### src/rtl/decode_if.sv
// Instruction-in / decoded-op-out bundle for decode_stage.
// XLEN must match the decode_stage instance it is connected to.
interface decode_if #(
  parameter int XLEN = 32
);
  logic            in_valid;
  logic            in_ready;
  logic [31:0]     in_inst;
  logic [XLEN-1:0] in_pc;
  logic            out_valid;
  logic            out_ready;
  logic [XLEN-1:0] out_pc;
  logic [2:0]      out_type;
  logic [4:0]      out_rs1;
  logic [4:0]      out_rs2;
  logic [4:0]      out_rd;
  logic [XLEN-1:0] out_imm;
  logic [6:0]      out_opcode;
  logic [2:0]      out_funct3;
  logic [6:0]      out_funct7;
  logic            out_illegal;
  logic            out_is_muldiv;

  modport master (
    output in_valid, in_inst, in_pc, out_ready,
    input  in_ready, out_valid, out_pc, out_type, out_rs1, out_rs2, out_rd,
           out_imm, out_opcode, out_funct3, out_funct7, out_illegal, out_is_muldiv
  );

  modport slave (
    input  in_valid, in_inst, in_pc, out_ready,
    output in_ready, out_valid, out_pc, out_type, out_rs1, out_rs2, out_rd,
           out_imm, out_opcode, out_funct3, out_funct7, out_illegal, out_is_muldiv
  );
endinterface

### src/rtl/decode_stage.sv
// RV32 decode stage: combinational decode into a BUF_DEPTH-entry FIFO of records.
// Define RV32M_EN to decode the M extension (funct7 = 0000001 on OP) as legal.
module decode_stage #(
  parameter int XLEN      = 32,
  parameter int BUF_DEPTH = 2
) (
  input  logic                           clk,
  input  logic                           nRst,
  input  logic                           flush,
  decode_if.slave                        bus,
  output logic [$clog2(BUF_DEPTH+1)-1:0] count
);

  localparam int CNT_W = $clog2(BUF_DEPTH + 1);
  localparam int PTR_W = (BUF_DEPTH > 1) ? $clog2(BUF_DEPTH) : 1;

  localparam logic [2:0] T_R   = 3'd0;
  localparam logic [2:0] T_I   = 3'd1;
  localparam logic [2:0] T_S   = 3'd2;
  localparam logic [2:0] T_SB  = 3'd3;
  localparam logic [2:0] T_UJ  = 3'd4;
  localparam logic [2:0] T_U   = 3'd5;
  localparam logic [2:0] T_ILL = 3'd7;

  typedef struct packed {
    logic [XLEN-1:0] pc;
    logic [2:0]      typ;
    logic [4:0]      rs1;
    logic [4:0]      rs2;
    logic [4:0]      rd;
    logic [XLEN-1:0] imm;
    logic [6:0]      opcode;
    logic [2:0]      funct3;
    logic [6:0]      funct7;
    logic            illegal;
    logic            is_muldiv;
  } rec_t;

  function automatic rec_t decode(input logic [31:0] inst, input logic [XLEN-1:0] pc);
    rec_t               r;
    logic [6:0]         opc;
    logic [2:0]         f3;
    logic [6:0]         f7;
    logic signed [31:0] imm32;
    logic               ok;
    opc   = inst[6:0];
    f3    = inst[14:12];
    f7    = inst[31:25];
    r     = '0;
    r.pc  = pc;
    r.opcode = opc;
    imm32 = '0;
    ok    = (inst[1:0] == 2'b11);
    case (opc)
      7'b0000011, 7'b0010011, 7'b1100111, 7'b1110011: begin
        r.typ    = T_I;
        r.rs1    = inst[19:15];
        r.rd     = inst[11:7];
        r.funct3 = f3;
        imm32    = {{20{inst[31]}}, inst[31:20]};
        // Shift-immediates carry the arithmetic/logical selector in funct7.
        if (opc == 7'b0010011 && (f3 == 3'b001 || f3 == 3'b101)) r.funct7 = f7;
      end
      7'b0110011: begin
        r.typ    = T_R;
        r.rs1    = inst[19:15];
        r.rs2    = inst[24:20];
        r.rd     = inst[11:7];
        r.funct3 = f3;
        r.funct7 = f7;
        if (f7 != 7'b0000000 && f7 != 7'b0100000) begin
`ifdef RV32M_EN
          if (f7 == 7'b0000001) r.is_muldiv = 1'b1;
          else                  ok = 1'b0;
`else
          ok = 1'b0;
`endif
        end
      end
      7'b0100011: begin
        r.typ    = T_S;
        r.rs1    = inst[19:15];
        r.rs2    = inst[24:20];
        r.funct3 = f3;
        imm32    = {{20{inst[31]}}, inst[31:25], inst[11:7]};
      end
      7'b1100011: begin
        r.typ    = T_SB;
        r.rs1    = inst[19:15];
        r.rs2    = inst[24:20];
        r.funct3 = f3;
        imm32    = {{19{inst[31]}}, inst[31], inst[7], inst[30:25], inst[11:8], 1'b0};
      end
      7'b1101111: begin
        r.typ = T_UJ;
        r.rd  = inst[11:7];
        imm32 = {{11{inst[31]}}, inst[31], inst[19:12], inst[20], inst[30:21], 1'b0};
      end
      7'b0110111, 7'b0010111: begin
        r.typ = T_U;
        r.rd  = inst[11:7];
        imm32 = {inst[31:12], 12'b0};
      end
      default: ok = 1'b0;
    endcase
    r.imm = XLEN'(imm32);
    if (!ok) begin
      r         = '0;
      r.pc      = pc;
      r.typ     = T_ILL;
      r.illegal = 1'b1;
    end
    return r;
  endfunction

  function automatic logic [PTR_W-1:0] ptr_inc(input logic [PTR_W-1:0] p);
    return (p == PTR_W'(BUF_DEPTH - 1)) ? '0 : p + PTR_W'(1);
  endfunction

  rec_t             mem_q [BUF_DEPTH];
  rec_t             mem_d [BUF_DEPTH];
  logic [PTR_W-1:0] wr_ptr_q, wr_ptr_d;
  logic [PTR_W-1:0] rd_ptr_q, rd_ptr_d;
  logic [CNT_W-1:0] cnt_q, cnt_d;

  rec_t in_rec;
  rec_t out_rec;
  logic in_ready;
  logic out_valid;
  logic push;
  logic pop;

  assign in_rec    = decode(bus.in_inst, bus.in_pc);
  assign in_ready  = nRst && (cnt_q < CNT_W'(BUF_DEPTH)) && !flush;
  assign out_valid = (cnt_q != '0);
  assign push      = bus.in_valid && in_ready;
  assign pop       = out_valid && bus.out_ready;

  always_comb begin
    mem_d    = mem_q;
    wr_ptr_d = wr_ptr_q;
    rd_ptr_d = rd_ptr_q;
    cnt_d    = cnt_q;
    if (flush) begin
      wr_ptr_d = '0;
      rd_ptr_d = '0;
      cnt_d    = '0;
    end else begin
      if (push) begin
        mem_d[wr_ptr_q] = in_rec;
        wr_ptr_d        = ptr_inc(wr_ptr_q);
      end
      if (pop) rd_ptr_d = ptr_inc(rd_ptr_q);
      case ({push, pop})
        2'b10:   cnt_d = cnt_q + CNT_W'(1);
        2'b01:   cnt_d = cnt_q - CNT_W'(1);
        default: cnt_d = cnt_q;
      endcase
    end
  end

  // Control state: reset wins over flush, push and pop.
  always_ff @(posedge clk) begin
    if (!nRst) begin
      wr_ptr_q <= '0;
      rd_ptr_q <= '0;
      cnt_q    <= '0;
    end else begin
      wr_ptr_q <= wr_ptr_d;
      rd_ptr_q <= rd_ptr_d;
      cnt_q    <= cnt_d;
    end
  end

  always_ff @(posedge clk) begin
    mem_q <= mem_d;
  end

  // Storage is not reset, so the head is masked to zero whenever the FIFO is empty.
  assign out_rec = out_valid ? mem_q[rd_ptr_q] : '0;

  assign count             = cnt_q;
  assign bus.in_ready      = in_ready;
  assign bus.out_valid     = out_valid;
  assign bus.out_pc        = out_rec.pc;
  assign bus.out_type      = out_rec.typ;
  assign bus.out_rs1       = out_rec.rs1;
  assign bus.out_rs2       = out_rec.rs2;
  assign bus.out_rd        = out_rec.rd;
  assign bus.out_imm       = out_rec.imm;
  assign bus.out_opcode    = out_rec.opcode;
  assign bus.out_funct3    = out_rec.funct3;
  assign bus.out_funct7    = out_rec.funct7;
  assign bus.out_illegal   = out_rec.illegal;
  assign bus.out_is_muldiv = out_rec.is_muldiv;

endmodule

### src/flat_wrapper.sv
// flat-port wrapper written by rule: the top's interface ports become plain ports
module decode_stage_flat 
#(
  parameter int XLEN      = 32,
  parameter int BUF_DEPTH = 2
)
  (clk, nRst, flush, count, bus_in_valid, bus_in_inst, bus_in_pc, bus_out_ready, bus_in_ready, bus_out_valid, bus_out_pc, bus_out_type, bus_out_rs1, bus_out_rs2, bus_out_rd, bus_out_imm, bus_out_opcode, bus_out_funct3, bus_out_funct7, bus_out_illegal, bus_out_is_muldiv);
  decode_if #(.XLEN(XLEN)) bus_i ();
  input  logic clk;
  input  logic nRst;
  input  logic flush;
  output logic [$clog2(BUF_DEPTH+1)-1:0] count;
  input wire logic [$bits(bus_i.in_valid)-1:0] bus_in_valid;
  input wire logic [$bits(bus_i.in_inst)-1:0] bus_in_inst;
  input wire logic [$bits(bus_i.in_pc)-1:0] bus_in_pc;
  input wire logic [$bits(bus_i.out_ready)-1:0] bus_out_ready;
  output wire logic [$bits(bus_i.in_ready)-1:0] bus_in_ready;
  output wire logic [$bits(bus_i.out_valid)-1:0] bus_out_valid;
  output wire logic [$bits(bus_i.out_pc)-1:0] bus_out_pc;
  output wire logic [$bits(bus_i.out_type)-1:0] bus_out_type;
  output wire logic [$bits(bus_i.out_rs1)-1:0] bus_out_rs1;
  output wire logic [$bits(bus_i.out_rs2)-1:0] bus_out_rs2;
  output wire logic [$bits(bus_i.out_rd)-1:0] bus_out_rd;
  output wire logic [$bits(bus_i.out_imm)-1:0] bus_out_imm;
  output wire logic [$bits(bus_i.out_opcode)-1:0] bus_out_opcode;
  output wire logic [$bits(bus_i.out_funct3)-1:0] bus_out_funct3;
  output wire logic [$bits(bus_i.out_funct7)-1:0] bus_out_funct7;
  output wire logic [$bits(bus_i.out_illegal)-1:0] bus_out_illegal;
  output wire logic [$bits(bus_i.out_is_muldiv)-1:0] bus_out_is_muldiv;
  assign bus_i.in_valid = bus_in_valid;
  assign bus_i.in_inst = bus_in_inst;
  assign bus_i.in_pc = bus_in_pc;
  assign bus_i.out_ready = bus_out_ready;
  assign bus_in_ready = bus_i.in_ready;
  assign bus_out_valid = bus_i.out_valid;
  assign bus_out_pc = bus_i.out_pc;
  assign bus_out_type = bus_i.out_type;
  assign bus_out_rs1 = bus_i.out_rs1;
  assign bus_out_rs2 = bus_i.out_rs2;
  assign bus_out_rd = bus_i.out_rd;
  assign bus_out_imm = bus_i.out_imm;
  assign bus_out_opcode = bus_i.out_opcode;
  assign bus_out_funct3 = bus_i.out_funct3;
  assign bus_out_funct7 = bus_i.out_funct7;
  assign bus_out_illegal = bus_i.out_illegal;
  assign bus_out_is_muldiv = bus_i.out_is_muldiv;
  decode_stage #(.XLEN(XLEN), .BUF_DEPTH(BUF_DEPTH)) u_core (.clk(clk), .nRst(nRst), .flush(flush), .bus(bus_i), .count(count));
endmodule
### config.mk
export PLATFORM = sky130hd
export DESIGN_NAME = decode_stage_flat
export DESIGN_NICKNAME = d
export VERILOG_FILES = /design/src/rtl/decode_if.sv /design/src/rtl/decode_stage.sv /design/src/flat_wrapper.sv
export SDC_FILE = /design/constraint.sdc
export NUM_CORES = 1
export LEC_CHECK = 0
export ABC_AREA = 1
export CORE_MARGIN = 2
export CORE_UTILIZATION = 59
export CTS_BUF_LIST = sky130_fd_sc_hd__clkbuf_4
export DETAILED_ROUTE_END_ITERATION = 8
export DONT_BUFFER_PORTS = 1
export PLACE_DENSITY = 0.86
export SYNTH_ARGS = -nofsm -noshare
export SYNTH_HDL_FRONTEND = slang
export SYNTH_SLANG_ARGS = --single-unit
### constraint.sdc
create_clock -name clk -period 6.75 [get_ports clk]
set_input_delay 1.6875 -clock clk [delete_from_list [all_inputs] [get_ports clk]]
set_output_delay 1.6875 -clock clk [all_outputs]
set_load 0.02 [all_outputs]
[After elaboration in Yosys (flattened, before gate mapping)]
Index checks and enable logic that the tools add are counted.
Storage, ports and cells
  word-level logic and storage cells: 94
  output and inout bits: 105
  register bits: 206
  input port bits: 69
Operators by class
  mux-type cells: 21
  equal/unequal tests: 16
  order comparisons: 4
  bitwise logic cells: 4
  reduce and logical (&&, ||, !) cells: 20
  add/subtract/negate cells: 4
Operators by type and width (count)
  101-bit 2-to-1 mux: 5
  202-bit bitwise mux: 1
  32-bit case mux with 5 select lines: 1
  101-bit demux with 1-bit select: 1
  69-bit 2-to-1 mux: 1
  7-bit equality test, second input constant: 4
  7-bit by 6-bit equality test with 1-bit output, second input constant: 3
  5-bit 2-to-1 mux: 3
  3-bit case mux with 5 select lines: 1
  7-bit by 5-bit equality test with 1-bit output, second input constant: 2
  7-bit case mux with 2 select lines: 1
  9-bit OR reduction: 1
  8-bit OR reduction: 1
  7-bit by 2-bit equality test with 1-bit output, second input constant: 1
  1-bit logical AND: 7
  7-bit 2-to-1 mux: 1
  7-bit by 6-bit inequality test with 1-bit output, second input constant: 1
  7-bit nonzero test: 1
  7-bit OR reduction: 1
  2-bit equality test, second input constant: 2
  2-bit greater-or-equal comparator, second input constant: 2
  1-bit NOT with 2-bit output: 2
  2-bit case mux with 2 select lines: 1
  2-bit nonzero test: 2
  other kinds (18): 23

[Depth between registers and ports, before layout]
  word-level depth: 7
  mapped depth: 10
  depth with buffers taken out: 10

[Least setup slack after synthesis]
OpenSTA, ideal clock, no wires.
  path type: input port to flip-flop
  start point: in nRst
  end point: reg u_core.mem_q[102] (netlist name), enable pin
  cell stages on the path: 6
  arrival: 6.614 ns
  path buffers: 0
  slack: -0.424 ns
  cells stage by stage: inv_1 -> nor2_1 -> inv_1 -> nor2_1 -> nand2_1 -> nor2_1
Between the ends
  word-level cells in the longest chain between the ends: 4
RTL lines
  start, declared: line flat_wrapper.sv:10  | input logic nRst;
  1-bit logical AND (2 in a row): line decode_stage.sv:134  | assign in_ready = nRst && (cnt_q < CNT_W'(BUF_DEPTH)) && !flush;
  via bus_in_ready: line flat_wrapper.sv:17  | output wire logic [$bits(bus_i.in_ready)-1:0] bus_in_ready;
  1-bit logical AND: line decode_stage.sv:136  | assign push = bus.in_valid && in_ready;
  2-bit AND reduction (no source line)
  end signal, assigned: line decode_stage.sv:176  | mem_q <= mem_d;
  end, declared: line decode_stage.sv:120  | rec_t mem_q [BUF_DEPTH];
The timed path passes the listed nets, and every way through them passes these cells.
A chain may end at the register's enable or synchronous reset.

[Worst setup path in the final report]
  start point: reg u_core.cnt_q[1], in the netlist u_core.count[1]
  end point: out bus_out_valid
Between the ends
  word-level cells in the longest chain between the ends: 1
RTL lines
  start, declared: line decode_stage.sv:124  | logic [CNT_W-1:0] cnt_q, cnt_d;
  start signal, assigned: line decode_stage.sv:171  | cnt_q <= cnt_d;
  2-bit nonzero test: line decode_stage.sv:135  | assign out_valid = (cnt_q != '0);
  end, declared: line flat_wrapper.sv:18  | output wire logic [$bits(bus_i.out_valid)-1:0] bus_out_valid;
No other way between the ends.

==> impl_metrics.env <==
export IMPL_status="finished clean"
export IMPL_final_nets=848
export IMPL_wl_per_cell_um=19.1
export IMPL_hold_viol=0
export IMPL_regArea_um2=6090
export IMPL_dpl_hpwl_mm=11.9
export IMPL_maxSlewViolCount=0
export IMPL_skew_ns=0.0326
export IMPL_relSlewSlack_pct=17.7
export IMPL_critPathLaunchType="register"
export IMPL_synthArstFlopShare_pct=0
export IMPL_post_cts_buffers=0
export IMPL_drt_initial_drc_count=460
export IMPL_cts_tree="built"
export IMPL_required_ns=5.06
export IMPL_p_leak_nw=3.24
export IMPL_portBuffers=0
export IMPL_holdBufCountCts=0
export IMPL_viasPerCell=5.70
export IMPL_regToRegEndpoint="u_core.count[1]"
export IMPL_r2r_start="u_core.count[1]"
export IMPL_rsz0062_at_grt="no"
export IMPL_critPathSlowestCell="nor2_4"
export IMPL_holdPathEnd="u_core.wr_ptr_q"
export IMPL_reg2reg_slack_ns=3.34
export IMPL_total_power_mw=2.51
export IMPL_die_w_um=124
export IMPL_nFillCells=1059
export IMPL_drt_pre_antenna_iters=5
export IMPL_grt_max_degree=92
export IMPL_crit_chain="nor2_4 -> buf_4 -> inv_1"
export IMPL_hold_depth=4
export IMPL_arrival_ns=2.94
export IMPL_holdWs_ns=0.646
export IMPL_crit_path_max_incr_delay_ns=0.88
export IMPL_multi_input_area_um2=2170
export IMPL_worst_pin_slew_ns=1.23
export IMPL_place_congestion=0.814
export IMPL_vias=5684
export IMPL_synth_edf_count=200
export IMPL_ir_drop_mv=0.159
export IMPL_power_density_nw_per_um2=270
export IMPL_path_clk_slew_ns=0.07
export IMPL_period_minus_slack_ns=4.63
export IMPL_cts_buffers=51
export IMPL_worstSetupPathType="register to output port"
export IMPL_final_cells=998
export IMPL_clock_fmax_ghz=0.216
export IMPL_initial_core_util_pct=60.9
export IMPL_worstRegToRegCells=9
export IMPL_post_route_cells_drive_above_1_share_pct=14.9
export IMPL_finalSetupViolations=0
export IMPL_hold_class="register to register"
export IMPL_hp_start="u_core.wr_ptr_q"
export IMPL_critPathTopFamily="buffers and inverters"
export IMPL_avgSynthCellArea_um2=11.2
export IMPL_ys_ff_latch=204
export IMPL_netlist_area_um2=8520
export IMPL_clk_path_buf_depth=3
export IMPL_synth_distinct_cells=28
export IMPL_wl_mm=19.0
export IMPL_dieArea_um2=15400
export IMPL_synthesis_nets=830
export IMPL_ant_nets=0
export IMPL_fp_dieH_um=124
export IMPL_worstPathMaxFanout=56
export IMPL_gr_total_overflow=0
export IMPL_post_route_period_util_pct=68.5
export IMPL_grt_total_usage_pct=24.3
export IMPL_dpl_instance_area_um2=8630
export IMPL_diodes=0
export IMPL_ios=174
export IMPL_drv_cap=0
export IMPL_cts_root_buf="clkbuf_4"
export IMPL_ctsResizeCount=0
export IMPL_antenna_found_initial=0
export IMPL_endpoint_kind="output port"
export IMPL_cts_sinks=204
export IMPL_ys_seq_area_share_pct=71.5
export IMPL_drc_errors=0
export IMPL_grt_pass1_vias=5815
export IMPL_rows=43
export IMPL_stdcell_area_um2=9290
export IMPL_clock_latency_ns=0.64
export IMPL_yosysWarnings=0
export IMPL_ys_flop_type="edfxtp_1"
export IMPL_htree_levels=2
export IMPL_netlist_instances=760
export IMPL_path_buf_inv=2
export IMPL_fin_setup_tns_ns=0
export IMPL_core_area_um2=14000
export IMPL_area_delta_synth_final_pct=9.11
export IMPL_grt_pass1_wl_mm=28.3
export IMPL_placed_cells=905
cell type report:
| cell class | count | share of cell area (%) |
|---|---|---|
| timing repair buffer | 5 | 0.404 |
| tap | 180 | 2.42 |
| clock buffer | 76 | 6.14 |
| sequential | 204 | 65.5 |
| clock inverter | 17 | 0.970 |
| inverter | 27 | 1.16 |
| multi-input combinational | 489 | 23.4 |
metal layers:
layer | share of wire (%) | global-route usage [%] | vias to the layer above
li1 | - | - | 2669
met1 | 37 | 27.0 | 2673
met2 | 49 | 41.4 | 300
met3 | 12 | 9.98 | 42
met4 | 2.1 | 10.0 | 0
met5 | 0 | 0 | -
flip-flops by register name (all words and copies together), names as in the netlist:
register         flops
u_core.wr_ptr_q      1
u_core.rd_ptr_q      1
u_core.count         2
u_core.mem_q       200
how the worst max path moves through the flow:
| stage | start | to | cells after the start |
|---|---|---|---|
| 6_report | u_core.count[1] | bus_out_valid | 3 |
| 3_5_place_dp | nRst | u_core.mem_q[123] | 7 |
| 5_1_grt | u_core.count[1] | bus_out_valid | 3 |
| 2_1_floorplan | nRst | u_core.mem_q[102] | 6 |
| 4_1_cts | u_core.count[1] | bus_out_funct7[6] | 3 |
| 3_3_place_gp | nRst | u_core.mem_q[128] | 7 |
per-stage QoR:
stage | util, % | setup WS, ns
final | 66.4 | 2.12
after global routing | 66.4 | 1.91
after CTS | 66.4 | 2.10
after detailed placement | 61.7 | 2.37
after global placement | 61.7 | 2.50
after floorplan | - | 1.25
cells in the final DEF, fill, tap and decap left out, drive strengths merged:
| master | instances |
|---|---|
| nand3 | 14 |
| clkinv | 16 |
| nor2 | 57 |
| xor2 | 1 |
| and3 | 1 |
| nor3 | 3 |
| nand4 | 11 |
| a21oi | 105 |
| edfxtp | 200 |
| inv | 27 |
| buf | 5 |
| clkbuf | 76 |
| o21ai | 4 |
| conb | 1 |
| bufinv | 1 |
| ha | 1 |
| nand2 | 291 |
| dfxtp | 4 |
tightest hold or removal path: cells and delay by family, from the launching register on:
| family | cells | cell delay (ns) |
|---|---|---|
| flops | 1 | 0.35 |
| simple gates | 2 | 0.14 |
| buf+inv | 2 | 0.12 |
power by group:
| part | leakage [nW] | switching, mW | internal [mW] |
|---|---|---|---|
| Sequential | 1.85 | 0.00462 | 1.40 |
| Clock | 0.392 | 0.476 | 0.553 |
| Combinational | 0.998 | 0.0621 | 0.0137 |
| Total | 3.24 | 0.543 | 1.97 |
kinds of logic (layout without fill, tap and decap cells):
logic type | Yosys count | in the layout | share of synthesized area (%)
AO/OA/AOI/OAI | 109 | 109 | 6.45
flip-flops | 204 | 204 | 71.5
adder cells (fa/ha/maj) | 1 | 1 | 0.147
XOR/XNOR | 1 | 1 | 0.103
buffers and inverters | 67 | 125 | 3.22
AND/OR/NAND/NOR | 377 | 377 | 18.6
other | 1 | 1 | 0.0440
synth_stat cells, types with 2 or more instances:
library cell / n / share of area (%)
nor2_2: 10 / 0.73
nor2_4: 5 / 0.66
nand2_1: 283 / 12
edfxtp_1: 200 / 71
nor3_1: 3 / 0.18
nor2_1: 42 / 1.9
nand4_1: 11 / 0.81
inv_1: 20 / 0.88
inv_2: 6 / 0.26
a21oi_1: 105 / 6.2
dfxtp_1: 4 / 0.94
nand3_1: 11 / 0.65
nand2_2: 6 / 0.44
nand3_2: 2 / 0.24
buf_6: 2 / 0.26
nand2_4: 2 / 0.26
o21ai_0: 3 / 0.18
clkbuf_1: 35 / 1.5
No activity file was read; power rests on OpenSTA's default activity.
==> patch, RTL diff (same settings) <==
Build with the macro `RV32M_EN` defined.
--- a/src/rtl/decode_stage.sv
+++ b/src/rtl/decode_stage.sv
@@ -1,5 +1,7 @@
 // RV32 decode stage: combinational decode into a BUF_DEPTH-entry FIFO of records.
 // Define RV32M_EN to decode the M extension (funct7 = 0000001 on OP) as legal.
+`define RV32M_EN
+
 module decode_stage #(
   parameter int XLEN      = 32,
   parameter int BUF_DEPTH = 2
Formal check against the unedited RTL: not equivalent (Yosys sat finds a counterexample within 4 cycles, from zero or initial values).
==> patch against the unedited design <==
- count of clock-buffer cells in the layout shrank 11
- routed wire length decreased by 2.6%
- register-to-register slack better by 660 ps
- total power shrank 0.52%
- setup slack improved by 82 ps
- sequential cell count up 2
- non-clock buffer count increased by 1
- design area is 0.94% higher
- first-iteration DRC count grew 4.3%
- clock skew grew 18 ps
- die area rose by 0.82%
- area after synthesis grew 0.85%
- global-route usage fell by 0.58 points
- largest power group unchanged
==> patch: results (changes against the unedited design) <==
stage,metric,value,unit,change
outcome,status,finished clean,,
worst_setup_path,reg2reg_depth,4,,-5
logic_synthesis,synth_cell_types,29,,+3.6%
logic_synthesis,synth.yosys.seq_area_share,71.56,%,+0.095 points
detailed_routing,routed_wl,18540,microns,-2.6%
global_route,grt_pass1_vias,5566,,-4.3%
worst_setup_path,arrival,2860,ps,-80 ps
detailed_routing,first_pass_iters,6,,+1
placement,placed_area,8738,sq um,+1.2%
finish,drive_gt1_share,12.65,%,-2.3 points
power_and_ir_drop,peakVddDrop,0.1614,mV,+1.7%
worst_setup_path,cpLargestDelayFamily,simple AND/OR/NAND/NOR gates,,
finish,layout.nets,863,,+1.8%
sta,layout_min_cycle_time,4545,ps,-81.77 ps
detailed_routing,avgViaCountPerCell,5.605,,-1.6%
detailed_routing,first_iter_violations,480,,+4.3%
placement,place.gp.congestion,0.8050,,-1.1%
clocking,cts_buffers,50,,-2.0%
finish,largest_reg_flops,202,,+1.0%
logic_synthesis,synth_edf_count,202,,+1.0%
worst_setup_path,r2r_slack,4000,ps,+660 ps
logic_synthesis,synth_common_cells,"nand2_1 (282), edfxtp_1 (202), a21oi_1 (108), nor2_1 (51), inv_1 (39)",,
logic_synthesis,synth_fp_nets,841,,+1.3%
logic_synthesis,yosysTopAreaCellShare,70.63,%,+0.10 points
global_route,track_usage,23.71,%,-0.58 points
sta,fin_skew,50.37,ps,+17.81 ps
worst_setup_path,cpPeakStageDelay,830,ps,-50 ps
placement,dp_hpwl,11720,microns,-1.4%
sta,relSlewSlack,31.97,%,+14 points
global_route,grt_start_max_net_pins,77,,-16%
## patch: cell count changes after synthesis, moves of 4 or more
cell,unedited run,this run
nor2_2,10,2
nand2_2,6,2
inv_1,20,39
nand4_1,11,0
o211ai_1,0,7
nor2_1,42,51
## patch: cell families (layout without fill, tap and decap cells)
logic type      after synthesis  after routing  synth area share, %
compound gates              123            123                7.488
xor+xnor                      2              2               0.2040
fa+ha+maj                     1              1               0.1457
buf+inv                      79            138                3.598
flops                       206            206                71.56
simple gates                360            360                17.00
## patch: routing by layer
metal | part of all wire [%] | vias up | GRT usage [%]
li1 | - | 2694 | -
met1 | 37 | 2660 | 28.34
met2 | 50 | 301 | 39.31
met3 | 12 | 28 | 9.665
met4 | 1.8 | 0 | 7.931
met5 | 0 | - | 0
## patch: stage by stage
stage | util (%) | instances | hold slack, ps
floorplan | - | 771 | 523.9
finish | 65.27 | 1014 | 585.2
CTS | 65.27 | 1014 | 583.3
global route | 65.27 | 1014 | 644.9
global placement | 60.82 | 925 | 569.3
detailed placement | 60.82 | 925 | 570.0
## patch: layout make-up
| cell class | instances | area (sq um) |
|---|---|---|
| clock buffer | 65 | 488.0 |
| timing repair buffer | 6 | 45.04 |
| multi-input combinational | 486 | 2148 |
| sequential | 206 | 6150 |
| fill | 1059 | 4990 |
| inverter | 43 | 165.2 |
| clock inverter | 24 | 152.6 |
| tap | 184 | 230.2 |
## patch: power by group
group	total [mW]	internal (mW)	switching (mW)
Sequential	1.42	1.41	0.00466
Clock	1.00	0.531	0.471
Combinational	0.0765	0.0146	0.0620
## patch: worst max path at each step
stage,from,endpoint,cells after the start
detailed placement,nRst,u_core.mem_q[27]$_DFFE_PP_,7
global route,u_core.count[1]$_SDFFE_PP0P_,bus_out_pc[27],3
CTS,u_core.count[1]$_SDFFE_PP0P_,bus_out_illegal,3
finish,u_core.count[1]$_SDFFE_PP0P_,bus_out_illegal,3
floorplan,nRst,u_core.mem_q[101]$_DFFE_PP_,6
global placement,nRst,u_core.mem_q[26]$_DFFE_PP_,7
## patch: worst reg2reg max path, stage by stage (launching register included)
cell	delay, ps
dfxtp_1	420
nor2_1	460
nand3_1	240
inv_4	700
buf_4	560
